`src/rtl/trng_health_fifo.sv`:
```
// rtl/trng_health_fifo.sv - TRNG word capture with RCT/APT online health tests feeding a FWFT FIFO
module trng_health_fifo #(
  parameter int DEPTH      = 4,
  parameter int RCT_CUTOFF = 3,
  parameter int APT_WIN    = 8,
  parameter int APT_LO     = 96,
  parameter int APT_HI     = 160
) (
  input  logic                       clk,
  input  logic                       rst_n,
  input  logic                       en,
  input  logic                       clr,
  input  logic                       src_ready,
  input  logic [31:0]                src_data,
  output logic                       src_read,
  input  logic                       pop,
  output logic [31:0]                dout,
  output logic [$clog2(DEPTH):0]     level,
  output logic                       empty,
  output logic                       full,
  output logic                       rct_fail,
  output logic                       apt_fail,
  output logic                       irq
);

  localparam int AW = $clog2(DEPTH);
  localparam int LW = AW + 1;
  localparam int OW = $clog2(APT_WIN * 32 + 1);
  localparam int RW = $clog2(RCT_CUTOFF + 1);
  localparam int WW = (APT_WIN > 1) ? $clog2(APT_WIN) : 1;

  localparam logic [LW-1:0] DEPTH_V = LW'(DEPTH);
  localparam logic [RW-1:0] CUT_V   = RW'(RCT_CUTOFF);
  localparam logic [RW-1:0] ONE_R   = RW'(1);
  localparam logic [OW-1:0] LO_V    = OW'(APT_LO);
  localparam logic [OW-1:0] HI_V    = OW'(APT_HI);
  localparam logic [WW-1:0] WLAST_V = WW'(APT_WIN - 1);

  typedef enum logic [1:0] {IDLE, CAPTURE, ACK, WAIT_LOW} state_t;

  state_t state, state_nxt;

  logic [31:0]   mem [DEPTH];
  logic [AW-1:0] wr_ptr, rd_ptr;
  logic [31:0]   prev_word;
  logic          have_prev;
  logic [RW-1:0] rep_cnt;
  logic [OW-1:0] ones_acc;
  logic [WW-1:0] win_cnt;

  logic [OW-1:0] popcnt;
  logic [OW-1:0] acc_sum;
  logic [RW-1:0] rep_nxt;
  logic          do_cap, rct_hit, apt_hit, win_last, push, do_pop;

  assign empty = (level == '0);
  assign full  = (level == DEPTH_V);
  assign dout  = empty ? 32'h0 : mem[rd_ptr];

  always_comb begin
    state_nxt = state;
    src_read  = 1'b0;
    case (state)
      IDLE:     if (en && src_ready && !full && !rct_fail && !apt_fail) state_nxt = CAPTURE;
      CAPTURE:  state_nxt = ACK;
      ACK: begin
        src_read  = !clr;
        state_nxt = WAIT_LOW;
      end
      WAIT_LOW: if (!src_ready) state_nxt = IDLE;
      default:  state_nxt = IDLE;
    endcase
  end

  always_ff @(posedge clk or negedge rst_n) begin
    if (!rst_n)   state <= IDLE;
    else if (clr) state <= IDLE;
    else          state <= state_nxt;
  end

  always_comb begin
    popcnt = '0;
    for (int i = 0; i < 32; i++) popcnt = popcnt + OW'(src_data[i]);
  end

  // Tests are evaluated on the word while in CAPTURE; results and push land
  // on the edge into ACK so level is already updated when src_read rises.
  always_comb begin
    do_cap   = (state == CAPTURE);
    rep_nxt  = (have_prev && (src_data == prev_word)) ? rep_cnt + ONE_R : ONE_R;
    rct_hit  = (rep_nxt >= CUT_V);
    acc_sum  = ones_acc + popcnt;
    win_last = (win_cnt == WLAST_V);
    apt_hit  = win_last && ((acc_sum < LO_V) || (acc_sum > HI_V));
    push     = do_cap && !rct_hit && !apt_hit && !full;
    do_pop   = pop && !empty;
  end

  always_ff @(posedge clk or negedge rst_n) begin
    if (!rst_n) begin
      wr_ptr    <= '0;
      rd_ptr    <= '0;
      level     <= '0;
      rct_fail  <= 1'b0;
      apt_fail  <= 1'b0;
      prev_word <= '0;
      have_prev <= 1'b0;
      rep_cnt   <= '0;
      ones_acc  <= '0;
      win_cnt   <= '0;
    end else if (clr) begin
      wr_ptr    <= '0;
      rd_ptr    <= '0;
      level     <= '0;
      rct_fail  <= 1'b0;
      apt_fail  <= 1'b0;
      have_prev <= 1'b0;
      rep_cnt   <= '0;
      ones_acc  <= '0;
      win_cnt   <= '0;
    end else begin
      if (do_cap) begin
        prev_word <= src_data;
        have_prev <= 1'b1;
        rep_cnt   <= rep_nxt;
        if (rct_hit) rct_fail <= 1'b1;
        if (apt_hit) apt_fail <= 1'b1;
        if (win_last) begin
          ones_acc <= '0;
          win_cnt  <= '0;
        end else begin
          ones_acc <= acc_sum;
          win_cnt  <= win_cnt + WW'(1);
        end
      end
      if (push)   wr_ptr <= wr_ptr + AW'(1);
      if (do_pop) rd_ptr <= rd_ptr + AW'(1);
      if (push && !do_pop)      level <= level + LW'(1);
      else if (!push && do_pop) level <= level - LW'(1);
    end
  end

  always_ff @(posedge clk) begin
    if (push && !clr) mem[wr_ptr] <= src_data;
  end

  always_ff @(posedge clk or negedge rst_n) begin
    if (!rst_n) irq <= 1'b0;
    else        irq <= rct_fail | apt_fail | full;
  end

endmodule
```
`config.mk`:
```
export PLATFORM = sky130hd
export DESIGN_NAME = trng_health_fifo
export DESIGN_NICKNAME = d
export VERILOG_FILES = /design/src/rtl/trng_health_fifo.sv
export SDC_FILE = /design/constraint.sdc
export NUM_CORES = 1
export LEC_CHECK = 0
export ABC_AREA = 1
export CELL_PAD_IN_SITES_DETAIL_PLACEMENT = 1
export CELL_PAD_IN_SITES_GLOBAL_PLACEMENT = 1
export CORE_MARGIN = 2
export CORE_UTILIZATION = 42
export CTS_CLUSTER_DIAMETER = 40
export DETAILED_ROUTE_END_ITERATION = 10
export DONT_BUFFER_PORTS = 1
export GPL_TIMING_DRIVEN = 0
export MAX_ROUTING_LAYER = met4
export PLACE_DENSITY = 0.65
export RECOVER_POWER = 25
export SLEW_MARGIN = 20
export SYNTH_ARGS = -nofsm -noshare
export SYNTH_HDL_FRONTEND = slang
export SYNTH_SLANG_ARGS = --single-unit
```
`constraint.sdc`:
```
create_clock -name clk -period 6.4 [get_ports clk]
set_input_delay 1.28 -clock clk [delete_from_list [all_inputs] [get_ports clk]]
set_output_delay 1.28 -clock clk [all_outputs]
set_load 0.01 [all_outputs]
```
### Yosys cells after proc, flatten, opt, wreduce, memory -nomap -nowiden

Memories as Yosys holds them, arrays and structs flattened.
Index checks and enable logic that the tools add are counted.

| word-level totals | value |
|---|---|
| register bits | 59 |
| bits in writable memories | 128 |
| input bits | 38 |
| output and inout port bits | 41 |
| logic and storage cells | 132 |
| memories kept | 1 |

| cells by class | value |
|---|---|
| $add $sub $neg | 38 |
| magnitude comparators | 3 |
| equal/unequal tests | 8 |
| muxes and demuxes | 32 |
| bitwise operators | 3 |
| reduce and logical (&&, ||, !) cells | 35 |

Memory list:

| memory | words | width | read ports | clocked after Yosys merged registers in | write ports | RTL line | RTL |
|---|---|---|---|---|---|---|---|
| mem | 4 | 32 | 1 | 0 | 1 | 43 | `logic [31:0] mem [DEPTH];` |

Operators by type and width:

| kind | number |
|---|---|
| $add 9x1->9 | 23 |
| $eq 32x32->1 | 1 |
| $mux 32 | 1 |
| $mux 9 | 3 |
| $mux 2 | 10 |
| $mux 3 | 6 |
| $logic_and 1x1->1 | 13 |
| $mux 1 | 11 |
| $reduce_bool 2->1 | 5 |
| $add 8x1->9 | 1 |
| $add 9x9->9 | 1 |
| $gt 9x8->1 const B | 1 |
| $logic_not 1->1 | 9 |
| $lt 9x7->1 const B | 1 |
| $add 7x1->8 | 1 |
| $pmux 2 s4 | 1 |
| $reduce_and 2->1 | 4 |
| $add 6x1->7 | 1 |
| $add 2x1->2 const B | 3 |
| $add 3x1->3 const B | 2 |
| $add 5x1->6 | 1 |
| $eq 3x3->1 const B | 2 |
| $ne 3x3->1 const B | 2 |
| $add 4x1->5 | 1 |
| 13 further kinds | 15 |

### Depth between registers and ports, before layout

| logic depth | value |
|---|---|
| word-level depth | 43 |
| mapped depth | 30 |

### Worst setup path before layout

OpenSTA, ideal clock, no wires.

| path | value |
|---|---|
| path kind | input port to flip-flop |
| start | input port src_data[0] |
| end | memory mem[0][0], enable pin |
| setup time | 396 ps |
| arrival time | 6850 ps |
| data required time | 6004 ps |
| slack | -846 ps |
| cell stages on the path | 24 |
| buffers on the path | 0 |
| cell sequence | fa_1 inv_1 fa_1 fa_1 fa_1 fa_1 fa_1 fa_1 fa_1 inv_1 nand2_1 nand2_2 nand3_2 nand3_1 nand2_1 nor2_1 nand2_1 nand2_1 nand2_2 nand2_4 nand2_4 nor2_4 inv_2 nor2_2 |

| between the ends | value |
|---|---|
| longest elaborated chain between the ends | 41 |

RTL lines:

| item | RTL line | RTL |
|---|---|---|
| start: declaration | 14 | `input logic [31:0] src_data,` |
| $add 1x1->2 | 83 | `for (int i = 0; i < 32; i++) popcnt = popcnt + OW'(src_data[i]);` |
| $add 2x1->3 | 83 |  |
| $add 3x1->4 | 83 |  |
| $add 4x1->5 | 83 |  |
| $add 5x1->6 | 83 |  |
| $add 6x1->7 | 83 |  |
| $add 7x1->8 | 83 |  |
| $add 8x1->9 | 83 |  |
| (+24 left out) | n/a |  |
| $lt 9x7->1 or $gt 9x8->1 (tied branches) | 94 | `apt_hit = win_last && ((acc_sum < LO_V) \|\| (acc_sum > HI_V));` |
| $logic_or 1x1->1 | 94 |  |
| $logic_and 1x1->1 | 94 |  |
| $logic_not 1->1 | 95 | `push = do_cap && !rct_hit && !apt_hit && !full;` |
| $logic_and 1x1->1 * (2 in series) | 95 |  |
| $logic_and 1x1->1 * | 144 | `if (push && !clr) mem[wr_ptr] <= src_data;` |
| $mux 1 * | 144 |  |
| $mux 1 (not written as such) * | 144 |  |
| end: declaration | 43 |  |

Mark *: on every way between the ends. The rest lies on a longest branch, timed or not.

### Worst setup path in the final report

| path | value |
|---|---|
| start | input port src_data[5] |
| end | memory mem[2][9], enable pin |

| between the ends | value |
|---|---|
| longest elaborated chain between the ends | 37 |

RTL lines:

| item | RTL line | RTL |
|---|---|---|
| $add 5x1->6 | 83 |  |
| $add 6x1->7 | 83 |  |
| $add 7x1->8 | 83 |  |
| $add 8x1->9 | 83 |  |
| $add 9x1->9 (23 in series) | 83 |  |
| $add 9x9->9 | 92 | `acc_sum = ones_acc + popcnt;` |
| $lt 9x7->1 or $gt 9x8->1 (tied branches) | 94 |  |
| $logic_or 1x1->1 | 94 |  |
| $logic_and 1x1->1 | 94 |  |
| $logic_not 1->1 | 95 |  |
| $logic_and 1x1->1 * (2 in series) | 95 |  |
| $logic_and 1x1->1 * | 144 |  |
| $mux 1 * | 144 |  |
| $mux 1 (not written as such) * | 144 |  |

Marked as above.

==> flow_metrics.tcl <==
set metrics [dict create \
    outcome "complete, but fails checks" \
    violations "negative setup slack" \
    start_util_pct 43.2 \
    multi_input_area_mm2 0.00343 \
    portBuffers 0 \
    crit_fanout 16 \
    die_height_um 151 \
    yosysWarnings 0 \
    cp.required_ns 6.54 \
    syn_avg_cell_area_um2 10.1 \
    ys_types 34 \
    nets 1043 \
    finalMaxSlewViolations 0 \
    core-area_mm2 0.0212 \
    antennaDiodeCount 0 \
    end_kind "register" \
    grt_pass1_wl_mm 40.6 \
    rrSetupSlack_ns 0.85 \
    setup_viol 130 \
    hold_buffers 0 \
    first_pass_iters 7 \
    finalHoldViolations 0 \
    power_density_mw_per_mm2 518 \
    grt_pass1_vias 7233 \
    power_leakage_nw 4.30 \
    slew_headroom_pct 45.2 \
    post_drt_wl_per_cell_um 21.3 \
    vdd_ir_drop_max_v 0.000459 \
    fin_tns_setup_ns -18.60 \
    finalCritPeriodShare_pct 103 \
    drc 0 \
    grt_max_degree 60 \
    area.sequential_mm2 0.00532 \
    clockBufferDepth 2 \
    final_util_pct 49.9 \
    clockRootBuffer "clkbuf_16" \
    syn_nets 998 \
    netlist_area_mm2 0.00913 \
    syn_inst 907 \
    timing.hold.ws_ns 0.502 \
    synth_top_area_share_pct 42.1 \
    cts_tree "done" \
    criticalPathCategory "in -> reg" \
    grt_setup_unrepaired "yes" \
    grt_use_total_pct 25.0 \
    tightest_slew_ns 0.818 \
    startpoint_type "input pin" \
    drtIter0Drc 309 \
    cts.clk_slew.worst_paths_ns 0.07 \
    setup_slack_ns -0.173 \
    num_rows 53 \
    post_dp_cell_area_mm2 0.00950 \
    die_w_um 151 \
    routed_via_density 5.29 \
    yosysTopAreaCell "edfxtp_1" \
    cts_sinks 187 \
    gp_congestion 0.861 \
    cts_buffers 17 \
    ant_nets 0 \
    fill_cells 2364 \
    arrival_ns 6.71 \
    htreeDepth 4 \
    dp_slack_ns -1.32 \
    yosys_register_bits 187 \
    drv_cap 0 \
    grt_remaining_overflow 0 \
    yosysSeqAreaShare_pct 58.3 \
    max_freq_mhz 152 \
    design_area_mm2 0.0106 \
    antenna_found_initial 0 \
    synthTopCellsByArea "edfxtp_1 42%, dfrtp_1 16%, nor2_1 6.7%" \
    dieArea_mm2 0.0229 \
    min_path_type "reg -> reg" \
    drive_above_1_share_pct 11.2 \
    via_count 6564 \
    syn_to_final_growth_pct 15.6 \
    finalClockSkew_ns 0.0131 \
    ios 79 \
    place_hpwl_mm 17.5 \
    final.min_clock_period_ns 6.57 \
    drt_wl_total_mm 26.4 \
    clk_latency_ns 0.44 \
]
## cell usage in the layout (no fill, tap or decap), types with 3 or more instances in the layout
cell / n
buf_12: 11
nand4_1: 4
o22ai_1: 5
a21oi_1: 39
dfrtp_1: 59
xnor2_1: 8
nand2_2: 11
nand3_2: 4
o21ai_1: 3
a32o_1: 3
fa_2: 3
ha_1: 26
o21ai_0: 108
clkinvlp_4: 4
nand2_1: 131
inv_1: 96
nor2_2: 4
nand2_4: 5
inv_8: 5
nand3_1: 19
nor3_1: 3
fa_1: 24
clkbuf_1: 29
buf_1: 4
nor2_1: 160
inv_2: 8
clkbuf_16: 17
nor2_4: 9
edfxtp_1: 128
buf_4: 10
inv_6: 4
## layer usage
| layer | routed length [um] | up-vias | global-route usage (%) | part of all wire [%] |
|---|---|---|---|---|
| met5 | 0 | - | - | 0 |
| met4 | 311 | 0 | 5.33 | 1.2 |
| met3 | 1300 | 26 | 5.33 | 4.9 |
| met2 | 13700 | 136 | 43.2 | 52 |
| met1 | 11100 | 3334 | 30.2 | 42 |
| li1 | - | 3068 | - | - |
## where the power goes
part,internal [W],switching (W),total [W]
Sequential,0.00151,0.000124,0.00163
Combinational,0.00101,0.00171,0.00272
Clock,0.000603,0.000514,0.00112
Total,0.00312,0.00235,0.00547
## state kept, by name, indices dropped and copies added, names as in the netlist
| name | cells |
|---|---|
| mem | 128 |
| prev_word | 32 |
| ones_acc | 9 |
| level | 3 |
| win_cnt | 3 |
| rd_ptr | 2 |
| rep_cnt | 2 |
| state | 2 |
| wr_ptr | 2 |
| apt_fail | 1 |
| have_prev | 1 |
| irq | 1 |
| rct_fail | 1 |
## worst max-delay path, cell delays in order
cell and delay [ns]:
clkinvlp_4 0.09, fa_1 0.50, fa_1 0.52, fa_1 0.52, fa_1 0.59, fa_1 0.47, fa_1 0.51, fa_2 0.38
fa_2 0.37, inv_2 0.06, nand2_2 0.05, nand2_4 0.10, nand3_4 0.08, nand2_2 0.07, nand2_2 0.07, nand2_4 0.09
nand3_2 0.07, nand2_1 0.08, nand2_2 0.07, nand2_4 0.09, nand2_4 0.07, nor2_4 0.15, inv_8 0.10, nor2_4 0.13
buf_12 0.18
## metrics by stage
step	power, W	instances
after floorplan	0.00333	907
after global placement	0.00387	1182
after detailed placement	0.00400	1182
after CTS	0.00528	1238
after global routing	0.00588	1240
final	0.00547	1240
## kinds of logic after synthesis
kind of cell	after synthesis	synth area share, %
AND/OR/NAND/NOR	352	16.0
flip-flops	187	58.3
AO/OA/AOI/OAI	162	9.25
buffers and inverters	141	5.84
adder cells (fa/ha/maj)	53	9.48
XOR/XNOR	12	1.15
## what timing repair did
| item | CTS | global route |
|---|---|---|
| setup endpoints to repair | 130 | 131 |
| gates cloned | 5 | 0 |
| pin swaps | 17 | 6 |
| gates resized for setup | 17 | 17 |
| setup buffers | 19 | 4 |
| endpoints found under the hold margin | 0 | 0 |
## layout make-up
type                            instances  area share, %
Inverter                              107           3.91
Sequential cell                       187           50.4
Tap cell                              275           3.26
Timing Repair Buffer                   22           2.94
Multi-Input combinational cell        583           32.5
Clock inverter                         14           1.62
Buffer                                 34           1.24
Clock buffer                           18           4.16
## cell usage after synthesis, drive strengths merged
cell type / n
nand3b: 2
or2: 1
clkbuf: 29
inv: 106
xor2: 2
a32o: 3
edfxtp: 128
xnor2: 10
o22ai: 5
a21oi: 40
a22oi: 1
nand3: 25
fa: 27
o21a: 1
o32ai: 1
clkinv: 1
nor2: 169
o21ai: 111
ha: 26
nand4: 4
buf: 5
nand2: 147
nor3: 4
dfrtp: 59
## path summary, 6_finish.rpt
| kind | from | to | cells past startpoint |
|---|---|---|---|
| worst min-delay path | prev_word[24] | prev_word[24] | 2 |
| max in group asynchronous | rst_n | prev_word[3] | 0 |
| worst max register to register | ones_acc[0] | mem[2][9] | 24 |
| min in group asynchronous | rst_n | ones_acc[7] | 0 |
| worst min register to register | prev_word[24] | prev_word[24] | 2 |
| worst max-delay path | src_data[5] | mem[2][9] | 25 |
No activity file was read; power rests on OpenSTA's default activity.
